--- src/rtl/mips_bus_sequencer.sv ---
// mips_bus_sequencer: FETCH/EXEC/MEM/COMMIT sequencer sharing one Avalon bus between fetch and data access.
module mips_bus_sequencer #(parameter int TIMEOUT_CYCLES = 256) (
  input  logic        clk,
  input  logic        reset,
  input  logic        clk_enable,
  output logic        active,
  output logic [31:0] bus_address,
  output logic        bus_read,
  output logic        bus_write,
  output logic [3:0]  bus_byteenable,
  output logic [31:0] bus_writedata,
  input  logic [31:0] bus_readdata,
  input  logic        bus_waitrequest,
  input  logic [31:0] dp_instr_address,
  input  logic [31:0] dp_data_address,
  input  logic [31:0] dp_writedata,
  input  logic [3:0]  dp_byteenable,
  input  logic        dp_mem_read,
  input  logic        dp_mem_write,
  output logic [31:0] dp_instr,
  output logic [31:0] dp_readdata,
  output logic        dp_step,
  output logic        bus_error
);
  typedef enum logic [2:0] {RST, FETCH, EXEC, MEM, COMMIT, HALT} state_t;
  state_t state_q, state_d;
  logic active_q, active_d, rd_q, rd_d, wr_q, wr_d, step_q, step_d;
  logic [31:0] addr_q, addr_d, wdata_q, wdata_d, instr_q, instr_d, rdata_q, rdata_d;
  logic [3:0] be_q, be_d;
`ifdef WAIT_TIMEOUT_EN
  localparam int CW = $clog2(TIMEOUT_CYCLES) < 8 ? 8 : $clog2(TIMEOUT_CYCLES);
  logic [CW-1:0] cnt_q, cnt_d;
  logic err_q, err_d, expire;
`endif
  always_comb begin
    state_d = state_q;
    active_d = active_q;
    rd_d = rd_q;
    wr_d = wr_q;
    addr_d = addr_q;
    be_d = be_q;
    wdata_d = wdata_q;
    instr_d = instr_q;
    rdata_d = rdata_q;
    step_d = 1'b0;
    case (state_q)
      RST: begin
        state_d = FETCH;
        active_d = 1'b1;
      end
      FETCH:
        if (!rd_q) begin
          if (dp_instr_address == '0) begin
            state_d = HALT;
            active_d = 1'b0;
          end else begin
            rd_d = 1'b1;
            addr_d = dp_instr_address;
            be_d = 4'hF;
          end
        end else if (!bus_waitrequest) begin
          instr_d = bus_readdata;
          rd_d = 1'b0;
          state_d = EXEC;
        end
      EXEC: begin
        state_d = (dp_mem_read || dp_mem_write) ? MEM : COMMIT;
        rd_d = dp_mem_read;
        wr_d = dp_mem_write && !dp_mem_read;
        addr_d = dp_data_address;
        be_d = dp_byteenable;
        wdata_d = dp_writedata;
        step_d = !(dp_mem_read || dp_mem_write);
      end
      MEM:
        if (!bus_waitrequest) begin
          rdata_d = rd_q ? bus_readdata : rdata_q;
          rd_d = 1'b0;
          wr_d = 1'b0;
          step_d = 1'b1;
          state_d = COMMIT;
        end
      COMMIT: state_d = FETCH;
      default: begin
        rd_d = 1'b0;
        wr_d = 1'b0;
        active_d = 1'b0;
      end
    endcase
`ifdef WAIT_TIMEOUT_EN
    expire = (rd_q || wr_q) && bus_waitrequest && cnt_q == CW'(TIMEOUT_CYCLES - 1);
    err_d = err_q || expire;
    if (expire) begin
      state_d = HALT;
      rd_d = 1'b0;
      wr_d = 1'b0;
      active_d = 1'b0;
      step_d = 1'b0;
    end
    cnt_d = (state_d != state_q) ? '0 : ((rd_q || wr_q) && bus_waitrequest) ? cnt_q + CW'(1) : cnt_q;
`endif
  end
  always_ff @(posedge clk) begin
    if (reset) begin
      state_q <= RST;
      active_q <= 1'b0;
      rd_q <= 1'b0;
      wr_q <= 1'b0;
      step_q <= 1'b0;
      addr_q <= '0;
      be_q <= '0;
      wdata_q <= '0;
      instr_q <= '0;
      rdata_q <= '0;
    end else if (clk_enable) begin
      state_q <= state_d;
      active_q <= active_d;
      rd_q <= rd_d;
      wr_q <= wr_d;
      step_q <= step_d;
      addr_q <= addr_d;
      be_q <= be_d;
      wdata_q <= wdata_d;
      instr_q <= instr_d;
      rdata_q <= rdata_d;
    end
  end
`ifdef WAIT_TIMEOUT_EN
  always_ff @(posedge clk) begin
    if (reset) begin
      cnt_q <= '0;
      err_q <= 1'b0;
    end else if (clk_enable) begin
      cnt_q <= cnt_d;
      err_q <= err_d;
    end
  end
  assign bus_error = err_q;
`else
  assign bus_error = 1'b0;
`endif
  assign active = active_q;
  assign bus_address = addr_q;
  assign bus_read = rd_q;
  assign bus_write = wr_q;
  assign bus_byteenable = be_q;
  assign bus_writedata = wdata_q;
  assign dp_instr = instr_q;
  assign dp_readdata = rdata_q;
  assign dp_step = step_q && clk_enable;
endmodule
--- config.mk ---
export PLATFORM = sky130hd
export DESIGN_NAME = mips_bus_sequencer
export DESIGN_NICKNAME = d
export VERILOG_FILES = /design/src/rtl/mips_bus_sequencer.sv
export SDC_FILE = /design/constraint.sdc
export NUM_CORES = 1
export LEC_CHECK = 0
export CAP_MARGIN = 40
export CELL_PAD_IN_SITES_DETAIL_PLACEMENT = 0
export CELL_PAD_IN_SITES_GLOBAL_PLACEMENT = 1
export CORE_MARGIN = 2
export CORE_UTILIZATION = 28
export CTS_CLUSTER_DIAMETER = 120
export CTS_CLUSTER_SIZE = 24
export DETAILED_ROUTE_END_ITERATION = 10
export PLACE_DENSITY = 0.75
export SLEW_MARGIN = 20
export SYNTH_ARGS = -nofsm -noshare
export SYNTH_HDL_FRONTEND = slang
export SYNTH_SLANG_ARGS = --single-unit
--- constraint.sdc ---
create_clock -name clk -period 2.5 [get_ports clk]
set_clock_uncertainty 0.15 [all_clocks]
set_input_delay 0.375 -clock clk [delete_from_list [all_inputs] [get_ports clk]]
set_output_delay 0.375 -clock clk [all_outputs]
set_load 0.01 [all_outputs]
==> results.py, run 1 <==
metrics = {
    "sta": {
        "period_needed_ps": 2320,
        "hold_viol_final": 0,
        "drv_slew": 0,
        "fmax_mhz": 432,
        "setup_viol": 0,
        "holdWs_ps": 177,
        "tightest_slew_ps": 580,
        "fin_crit_sh_pct": 92.6,
        "rsz0062_at_grt": "no",
        "timing.slew.headroom_pct": 61.3,
        "setup_tns_ps": 0,
    },
    "global_route": {
        "busiest_layer": "met2",
        "track_usage_pct": 17.6,
        "grt_use_met2_pct": 28.8,
        "grt_pass1_vias": 5295,
        "met1_usage_pct": 21.4,
        "met3_usage_pct": 6.16,
        "grt_max_degree": 53,
        "grt_first_pass_wirelength_um": 28600,
        "grt_overflow_total": 0,
        "antenna_found_initial": 1,
    },
    "synthesis": {
        "ys_seq_elements": 139,
        "synth_seq_area_share_pct": 50.4,
        "synth-edff-count": 0,
        "async_reset_ff_share_pct": 0,
        "ys_types": 41,
        "ys_warn_count": 0,
        "postSynthCellCount": 654,
        "synthFlopType": "dfxtp_1",
        "synth_nets": 792,
        "syn_area_um2": 5520,
        "syn_area_per_cell_um2": 8.45,
    },
    "route": {
        "vias": 5455,
        "ant_nets": 0,
        "drc": 0,
        "vias_per_cell": 4.56,
        "post_drt_wl_per_cell_um": 15.5,
        "initialDrtViolationCount": 244,
        "wirelength_um": 18600,
        "drt-pass1-iter-count": 4,
    },
    "cells_and_area": {
        "final_util_pct": 47.8,
        "drive_gt1_share_pct": 6.99,
        "areaGrowthSynthToFinish_pct": 67.8,
        "fill_cells": 1920,
        "finish.net_count": 1055,
        "final_cell_area_um2": 9270,
    },
    "worst_setup_path": {
        "worstSetupEndpointType": "register",
        "worst-path-max-fanout": 36,
        "crit_type": "in -> reg",
        "start_kind": "input pin",
        "required_ps": 2660,
        "worstPathArrival_ps": 2470,
    },
    "clocking": {
        "ctsResizeCount": 0,
        "postCtsSetupRepairBufs": 0,
        "cts_root_buffer": "clkbuf_16",
        "cts_buffers": 17,
        "clockBufferDepth": 2,
        "htreeDepth": 4,
        "cts.sink_count": 139,
        "cts_tree": "yes",
        "hold_buffers": 0,
        "clkLatencyLatePin_ps": 410,
        "cts.clk_slew.worst_paths_ps": 60,
    },
    "power": {
        "power_mw": 5.68,
        "leakage_nw": 3.13,
        "powerDensity_nw_per_um2": 612,
        "vdd_drop_max_mv": 0.467,
    },
    "die": {
        "dieArea_um2": 20900,
        "die_h_um": 144,
        "core_um2": 19400,
        "start_util_pct": 28.5,
        "fp.dieW_um": 144,
        "rows": 51,
        "io_pins": 275,
    },
    "placed_design": {
        "gp_congestion": 0.785,
        "hpwl_um": 13200,
        "dpl-instance-area_um2": 8630,
        "portBuffers": 273,
    },
    "run_status": {
        "outcome": "complete, no violations",
    },
    "job": {
        "maxCapViolCount": 0,
    },
    "hold_path": {
        "hold_class": "in -> reg",
    },
}
==> worst max-delay path, cell delays in order <==
cell and delay [ps]:
clkdlybuf4s50_1 420, nor4_1 320, buf_4 170, nand4_1 160, or2_4 300, a41o_1 270
buf_12 180, o221a_1 250
==> area by class of cell <==
cell class	instances	area [um^2]	area share [%]
Inverter	4	15.0	0.162
Clock inverter	13	190	2.05
Timing Repair Buffer	298	3020	32.6
Clock buffer	19	453	4.89
Sequential cell	139	2780	30.0
Multi-Input combinational cell	457	2480	26.7
Antenna cell	1	2.50	0.0270
Tap cell	265	332	3.58
==> path summary, 6_finish.rpt <==
kind	end	startpoint	cells past startpoint	slack, ps
setup / recovery	bus_address[23]	dp_instr_address[14]	8	180
hold / removal	dp_readdata[16]	reset	2	180
setup reg to reg	bus_address[20]	state_q[2]	6	640
hold reg to reg	bus_writedata[5]	bus_writedata[5]	2	300
==> cells in the final DEF (no fill, tap or decap), types with 8 or more instances in the layout <==
cell             synthesis  layout
buf_12                   0       8
clkdlybuf4s50_1          0     272
o221a_1                 36      36
buf_4                    1      18
dfxtp_1                139     139
clkbuf_16                0      17
nor2_1                   8       8
nand2_1                229     229
nor4_1                   8       8
mux2i_1                 34      34
a21oi_1                104     104
==> cells by family after synthesis <==
family,Yosys count,share of synthesized area (%)
compound gates,154,18.7
flops,139,50.4
simple gates,268,19.9
other cells,1,0.0679
buf+inv,58,4.85
mux,34,6.16
==> per-stage QoR <==
stage               worst slack (ps)  instances
finish                           184       1196
global route                    73.9       1195
CTS                              188       1195
detailed placement              -247       1163
global placement                -186       1163
floorplan                        486        654
==> where the power goes <==
| group | internal (mW) | switching [mW] | total, mW |
|---|---|---|---|
| combinational | 0.383 | 0.259 | 0.643 |
| clock | 1.73 | 1.00 | 2.73 |
| sequential | 2.27 | 0.0324 | 2.30 |
==> sequential cells by signal, summed over array words and instances (netlist names) <==
register,cells
step_q,1
bus_writedata,32
dp_instr,32
state_q,3
bus_byteenable,4
bus_address,32
bus_read,1
bus_write,1
dp_readdata,32
active,1
==> metal layers <==
layer	routed length (um)	vias up
met5	0	-
met4	397	0
met3	1620	26
met2	8890	185
met1	7650	2473
li1	-	2771
==> cells in the mapped netlist (2+ instances only) <==
master,n,area share (%)
nand4_1,3,0.34
nor2b_1,2,0.23
and2_1,2,0.23
nor4_1,8,0.91
buf_1,2,0.14
mux2i_1,34,6.2
o21ai_0,3,0.27
nand2b_1,3,0.34
nand3_1,4,0.36
o221a_1,36,7.3
nand2_1,229,16
a21oi_1,104,9.4
buf_6,4,0.82
buf_2,13,1.2
nor2_1,8,0.54
dfxtp_1,139,50
clkbuf_1,34,2.3
inv_1,3,0.20
No activity file was read; power rests on OpenSTA's default activity.
==> run 2, diff against run 1 <==
--- a/config.mk
+++ b/config.mk
@@ -14,7 +14,6 @@
 export CTS_CLUSTER_SIZE = 24
 export DETAILED_ROUTE_END_ITERATION = 10
 export PLACE_DENSITY = 0.75
-export SLEW_MARGIN = 20
 export SYNTH_ARGS = -nofsm -noshare
 export SYNTH_HDL_FRONTEND = slang
 export SYNTH_SLANG_ARGS = --single-unit
==> results of run 2 <==
The final DEF is identical to that of run 1; final timing and power are the same.
